<file path="src/rtl/scmp_boot_pkg.sv">
// rtl/scmp_boot_pkg.sv - shared state type and data width for the SC/MP boot sequencer
package scmp_boot_pkg;

    localparam int DATA_W = 8;

    typedef enum logic [2:0] {
        LOCKWAIT,
        COPY,
        DRAIN,
        VERIFY,
        FAULT,
        RUN
    } boot_state_t;

endpackage

</file>
<file path="src/rtl/scmp_debounce.sv">
// rtl/scmp_debounce.sv - 2-flop synchronizer plus stable-sample counter for a raw button
module scmp_debounce #(
    parameter int   CYCLES    = 20000,
    parameter logic RESET_VAL = 1'b1
) (
    input  logic clk_1m,
    input  logic rst_n,
    input  logic din,
    output logic dout
);

    localparam int CNT_W = $clog2(CYCLES + 1);

    logic             sync_1;
    logic             sync_2;
    logic [CNT_W-1:0] cnt;

    // dout only follows once CYCLES consecutive synchronized samples disagree with it
    always_ff @(posedge clk_1m or negedge rst_n) begin
        if (!rst_n) begin
            sync_1 <= RESET_VAL;
            sync_2 <= RESET_VAL;
            cnt    <= '0;
            dout   <= RESET_VAL;
        end else begin
            sync_1 <= din;
            sync_2 <= sync_1;
            if (sync_2 == dout) begin
                cnt <= '0;
            end else if (cnt == CNT_W'(CYCLES - 1)) begin
                dout <= sync_2;
                cnt  <= '0;
            end else begin
                cnt <= cnt + CNT_W'(1);
            end
        end
    end

endmodule

</file>
<file path="src/rtl/scmp_boot_sequencer.sv">
// rtl/scmp_boot_sequencer.sv - PLL-lock wait, ROM-to-RAM boot copy and CPU reset release
// Optional read-back check of RAM against ROM when BOOT_VERIFY_EN is defined.
module scmp_boot_sequencer
    import scmp_boot_pkg::*;
#(
    parameter int ADDR_W      = 12,
    parameter int LOCK_CYCLES = 1000,
    parameter int DEB_CYCLES  = 20000
) (
    input  logic              clk_1m,
    input  logic              rst_n,
    input  logic              pll_lock,
    input  logic              btn_n,
    output logic [ADDR_W-1:0] rom_addr,
    input  logic [DATA_W-1:0] rom_q,
    output logic [ADDR_W-1:0] ram_addr,
    output logic [DATA_W-1:0] ram_data,
    output logic              ram_wren,
    output logic              bus_grant,
    output logic              cpu_rst_n,
    output logic              busy,
    output logic              boot_err
`ifdef BOOT_VERIFY_EN
    ,
    input  logic [DATA_W-1:0] ram_q
`endif
);

    localparam int                LCW       = $clog2(LOCK_CYCLES + 1);
    localparam logic [ADDR_W-1:0] ADDR_LAST = '1;

    boot_state_t state;
    logic [LCW-1:0] lock_cnt;
    logic lock_m;
    logic lock_s;
    logic btn_deb;
    logic btn_deb_d;
    logic restart;
    logic abort;

    always_ff @(posedge clk_1m or negedge rst_n) begin
        if (!rst_n) begin
            lock_m    <= 1'b0;
            lock_s    <= 1'b0;
            btn_deb_d <= 1'b1;
        end else begin
            lock_m    <= pll_lock;
            lock_s    <= lock_m;
            btn_deb_d <= btn_deb;
        end
    end

    scmp_debounce #(
        .CYCLES    (DEB_CYCLES),
        .RESET_VAL (1'b1)
    ) u_btn_deb (
        .clk_1m (clk_1m),
        .rst_n  (rst_n),
        .din    (btn_n),
        .dout   (btn_deb)
    );

    assign restart = btn_deb_d & ~btn_deb;
    assign abort   = restart | ~lock_s;

    // Read data goes straight to the RAM port; gated so the bus idles at zero
    assign ram_data = ram_wren ? rom_q : '0;

`ifdef BOOT_VERIFY_EN
    logic cmp_vld;
    logic vfy_done;
    logic boot_err_r;
    assign boot_err = boot_err_r;
`else
    assign boot_err = 1'b0;
`endif

    always_ff @(posedge clk_1m or negedge rst_n) begin
        if (!rst_n) begin
            state     <= LOCKWAIT;
            lock_cnt  <= '0;
            rom_addr  <= '0;
            ram_addr  <= '0;
            ram_wren  <= 1'b0;
            bus_grant <= 1'b1;
            cpu_rst_n <= 1'b0;
            busy      <= 1'b0;
`ifdef BOOT_VERIFY_EN
            cmp_vld    <= 1'b0;
            vfy_done   <= 1'b0;
            boot_err_r <= 1'b0;
`endif
        end else if (abort) begin
            // Lock loss and button restart share one path so coincident events match either alone
            state     <= LOCKWAIT;
            lock_cnt  <= '0;
            rom_addr  <= '0;
            ram_addr  <= '0;
            ram_wren  <= 1'b0;
            bus_grant <= 1'b1;
            cpu_rst_n <= 1'b0;
            busy      <= 1'b1;
`ifdef BOOT_VERIFY_EN
            cmp_vld  <= 1'b0;
            vfy_done <= 1'b0;
            if (restart) begin
                boot_err_r <= 1'b0;
            end
`endif
        end else begin
            case (state)
                LOCKWAIT: begin
                    busy     <= 1'b1;
                    ram_wren <= 1'b0;
                    if (lock_cnt == LCW'(LOCK_CYCLES - 1)) begin
                        state    <= COPY;
                        lock_cnt <= '0;
                        rom_addr <= '0;
                    end else begin
                        lock_cnt <= lock_cnt + LCW'(1);
                    end
                end
                COPY: begin
                    ram_addr <= rom_addr;
                    ram_wren <= 1'b1;
                    rom_addr <= rom_addr + ADDR_W'(1);
                    if (rom_addr == ADDR_LAST) begin
                        state <= DRAIN;
                    end
                end
                DRAIN: begin
                    ram_wren <= 1'b0;
                    rom_addr <= '0;
                    ram_addr <= '0;
`ifdef BOOT_VERIFY_EN
                    state    <= VERIFY;
                    cmp_vld  <= 1'b0;
                    vfy_done <= 1'b0;
`else
                    state     <= RUN;
                    bus_grant <= 1'b0;
                    cpu_rst_n <= 1'b1;
                    busy      <= 1'b0;
`endif
                end
`ifdef BOOT_VERIFY_EN
                VERIFY: begin
                    if (cmp_vld && (ram_q != rom_q)) begin
                        state      <= FAULT;
                        boot_err_r <= 1'b1;
                        busy       <= 1'b0;
                        cmp_vld    <= 1'b0;
                    end else if (vfy_done) begin
                        state     <= RUN;
                        bus_grant <= 1'b0;
                        cpu_rst_n <= 1'b1;
                        busy      <= 1'b0;
                        cmp_vld   <= 1'b0;
                        rom_addr  <= '0;
                        ram_addr  <= '0;
                    end else begin
                        rom_addr <= rom_addr + ADDR_W'(1);
                        ram_addr <= rom_addr + ADDR_W'(1);
                        cmp_vld  <= 1'b1;
                        if (rom_addr == ADDR_LAST) begin
                            vfy_done <= 1'b1;
                        end
                    end
                end
                FAULT: begin
                    bus_grant <= 1'b1;
                    cpu_rst_n <= 1'b0;
                    busy      <= 1'b0;
                end
`endif
                RUN: begin
                    bus_grant <= 1'b0;
                    cpu_rst_n <= 1'b1;
                    busy      <= 1'b0;
                end
                default: begin
                    state <= LOCKWAIT;
                end
            endcase
        end
    end

endmodule

</file>
<file path="config.mk">
export PLATFORM = sky130hd
export DESIGN_NAME = scmp_boot_sequencer
export DESIGN_NICKNAME = d
export VERILOG_FILES = /design/src/rtl/scmp_boot_pkg.sv /design/src/rtl/scmp_debounce.sv /design/src/rtl/scmp_boot_sequencer.sv
export SDC_FILE = /design/constraint.sdc
export NUM_CORES = 1
export LEC_CHECK = 0
export ABC_CLOCK_PERIOD_IN_PS = 1600
export CAP_MARGIN = 40
export CELL_PAD_IN_SITES_DETAIL_PLACEMENT = 0
export CELL_PAD_IN_SITES_GLOBAL_PLACEMENT = 1
export CORE_ASPECT_RATIO = 1.2
export CORE_MARGIN = 2
export CORE_UTILIZATION = 37
export DETAILED_ROUTE_END_ITERATION = 16
export GPL_TIMING_DRIVEN = 0
export PLACE_DENSITY_LB_ADDON = 0.1
export SLEW_MARGIN = 20
export SYNTH_ARGS = -nofsm -noshare
export SYNTH_HDL_FRONTEND = slang
export SYNTH_SLANG_ARGS = --single-unit
export TNS_END_PERCENT = 5
</file>
<file path="constraint.sdc">
create_clock -name clk_1m -period 1.6 [get_ports clk_1m]
set_input_delay 0.32 -clock clk_1m [delete_from_list [all_inputs] [get_ports clk_1m]]
set_output_delay 0.32 -clock clk_1m [all_outputs]
set_load 0.02 [all_outputs]
</file>
==> impl_metrics.toml <==
[clock_network]
clockBufferDepth = 2
clk_transition_reported_paths_ns = 0.07
cts_tree = "yes"
cts_max_level = 3
root_buffer = "clkbuf_8"
cts_buffers = 9
clkSinkCount = 62
clk_latency_ns = 0.34

[worst_setup_path]
crit_path_max_incr_delay_ns = 0.42
worstPathMaxFanout = 10
crit_path_end_kind = "flip-flop"
timing.rr.start = "lock_cnt[0]$_DFFE_PN0P_"
crit_slowest_cell = "dfrtp_2"
worstSetupPathType = "flip-flop to flip-flop"
r2r_setup_slack_ns = -0.02
r2r-end = "lock_cnt[3]$_DFFE_PN0P_"
crit_chain = "ha_4 -> nand4bb_4 -> or3_4 -> buf_8 -> a31oi_4 -> o22ai_1"
required_ns = 1.82
reg2regPathDepth = 6
arrival_ns = 1.84
cp-start-kind = "flip-flop"

[synthesis]
syn_nets = 312
synth_cell_types = 49
synthFlopType = "dfrtp_1"
yosysWarnings = 0
synthArstFlopShare = 1.00
synth-seq-area-share = 0.515
synth-seq-cells = 62
synth_area_um2 = 3020
synth_edf_count = 0
syn-mean-instance-area_um2 = 10.2
syn-instance-count = 297

[timing]
fin_crit_ns = 1.62
setup_ws_ns = -0.0209
fmax_mhz = 617
finalHoldViolations = 0
period_share = 1.01
setup_viol = 9
fin_worst_skew_ns = 0.0107
maxSlewViolCount = 0
rsz0062_at_grt = "true"

[layout]
multi_input_area_um2 = 1520
nFillCells = 789
antennaDiodeCount = 0
syn_to_final_growth_pct = 37.0
final_core_util = 0.516
finalNonFillerCells = 468
design_area_um2 = 4140
seqCellArea_um2 = 1570
final_nets = 383
drive_gt1_frac = 0.271

[pwr]
internal_power_mw = 2.49
power.static_leakage_nw = 1.91
swShare = 0.230
seq_power_share = 0.509
p_switching_mw = 0.744
comb_power_share = 0.058
ir_worst_vdd_uv = 476
power_density_nw_per_um2 = 780
clkPwrFrac = 0.434

[worst_hold_path]
hold_end = "lock_s$_DFF_PN0_"
min_delay_path_depth = 0
hold_path_class = "flip-flop to flip-flop"
hp-start = "lock_m$_DFF_PN0_"

[place]
place.gp.congestion = 0.779
placed_area_um2 = 3640
pre_cts_slack_ns = -0.541
dp_hpwl_um = 4760
port_buffers = 47
placed_cells = 440

[floorplan]
die_height_um = 103
ios = 49
row_count = 36
die_area_um2 = 8910
core_area_um2 = 8020
start_util = 0.377
die_w_um = 86.5

[detailed_routing]
wl_um = 7060
drc = 0
via_count = 2503
drtIter0Drc = 108
drtPass1Iterations = 4
ant_nets = 0
wl_per_cell_um = 15.1
via_per_inst = 5.35

[global_route]
grt_max_degree = 37
grt_pass1_vias = 2429
grt_pass1_wl_um = 11900
met2_usage = 0.268
overflow = 0
top_usage_layer = "met2"
grt.total_usage = 0.170
gr-usage-met1 = 0.221
antenna_found_initial = 0
use_met3 = 0.0496

[status]
run_status = "finished, violations left"
violations = "setup timing"

[flow_run]
maxCapViolCount = 0
==> kinds of logic after synthesis <==
kind of cell / synth area share
mux: 0.0103
simple gates: 0.235
xor+xnor: 0.0348
other cells: 0.00124
compound gates: 0.150
fa+ha+maj: 0.0124
flops: 0.515
buf+inv: 0.0414
==> worst max-delay path by stage <==
| stage | from | to | cells after the start |
|---|---|---|---|
| floorplan | lock_cnt[0]$_DFFE_PN0P_ | lock_cnt[1]$_DFFE_PN0P_ | 6 |
| global placement | rst_n | rom_addr[2]$_DFFE_PN0P_ | 1 |
| detailed placement | u_btn_deb.dout$_DFFE_PN1P_ | ram_addr[8]$_DFFE_PN0P_ | 5 |
| CTS | lock_cnt[0]$_DFFE_PN0P_ | rom_addr[2]$_DFFE_PN0P_ | 5 |
| global route | state[1]$_DFFE_PN0P_ | rom_addr[10]$_DFFE_PN0P_ | 7 |
| finish | lock_cnt[0]$_DFFE_PN0P_ | lock_cnt[3]$_DFFE_PN0P_ | 6 |
==> registers in the layout, summed over array words and instances, names as in the netlist <==
name              cells
rom_addr             12
lock_m                1
ram_addr             12
bus_grant             1
cpu_rst_n             1
u_btn_deb.sync_2      1
u_btn_deb.cnt        15
lock_cnt             10
lock_s                1
busy                  1
state                 3
u_btn_deb.sync_1      1
btn_deb_d             1
ram_wren              1
u_btn_deb.dout        1
==> stage by stage <==
stage	TNS [ns]	power, mW	hold slack (ns)
global placement	-127.69	1.81	0.332
detailed placement	-15.77	1.81	0.263
finish	-0.0948	3.23	0.348
global route	-1.82	3.38	0.351
CTS	-1.39	3.25	0.350
floorplan	-0.190	1.72	0.0244
==> critical path, delay by kind of cell (launching register included) <==
family / cells / cell delay, ns
flip-flops: 1 / 0.42
AND/OR/NAND/NOR: 2 / 0.52
buffers and inverters: 1 / 0.17
AO/OA/AOI/OAI: 2 / 0.23
adder cells (fa/ha/maj): 1 / 0.18
==> what timing repair did <==
action,CTS,global route
hold endpoints to repair,21,0
pin swaps,9,11
buffers inserted,3,12
setup endpoints to repair,85,57
gates resized for setup,76,47
hold buffers,1,0
==> power by group through the flow <==
stage          combinational [mW]  clock, mW  sequential, mW
6_report                    0.186       1.40            1.64
3_3_place_gp                0.148          0            1.66
4_1_cts                     0.169       1.45            1.63
5_1_grt                     0.213       1.52            1.65
3_5_place_dp                0.154          0            1.66
2_1_floorplan              0.0714          0            1.65
==> placed cells by master (no fill, tap or decap), drive strengths merged, types with 4 or more instances in the layout <==
| master | instances |
|---|---|
| o21ai | 6 |
| nor3 | 8 |
| xor2 | 8 |
| clkbuf | 24 |
| nor2 | 18 |
| inv | 9 |
| buf | 28 |
| nand2 | 24 |
| nand4 | 13 |
| and4 | 6 |
| nand3 | 15 |
| and3 | 11 |
| dfrtp | 57 |
| xnor2 | 4 |
| dlygate4sd2 | 28 |
| clkdlybuf4s50 | 10 |
| and2 | 13 |
| a31oi | 15 |
| a21oi | 9 |
| a22o | 13 |
| dfstp | 5 |
| a211o | 6 |
==> final cells by class <==
cell class              count  area share
plain buffers              15      0.0378
clock buffers              12      0.0375
clock inverters             4      0.0109
inverters                   9     0.00816
multi-input cells         207       0.368
flip-flops and latches     62       0.380
well taps                  95      0.0287
repair buffers             64       0.129
==> metal layers <==
metal  vias to the layer above  wire (um)
met1                      1210       3300
met3                         6        293
met5                         -          0
li1                       1231          -
met2                        56       3380
met4                         0         83
==> synth_stat cells, drive strengths merged (2+ instances only) <==
cell    instances  area share
a211o           6       0.017
a21o            2      0.0050
a21oi           9       0.015
a221o           2      0.0066
a22o           13       0.038
a31oi          15       0.031
and2           13       0.027
and3           11       0.023
and4            6       0.017
buf            12       0.022
clkbuf          7      0.0087
dfrtp          57        0.47
dfstp           5       0.043
ha              3       0.012
inv             9       0.011
mux2i           2      0.0066
nand2          24       0.030
nand3          15       0.028
nand4          13       0.029
nor2           18       0.022
nor2b           2      0.0041
nor3            8       0.013
nor3b           2      0.0087
nor4b           3      0.0087
o21ai           6      0.0099
o22ai           3      0.0062
or3             3      0.0062
or4             2      0.0050
xnor2           4       0.012
xor2            8       0.023
No activity file was read; power rests on OpenSTA's default activity.
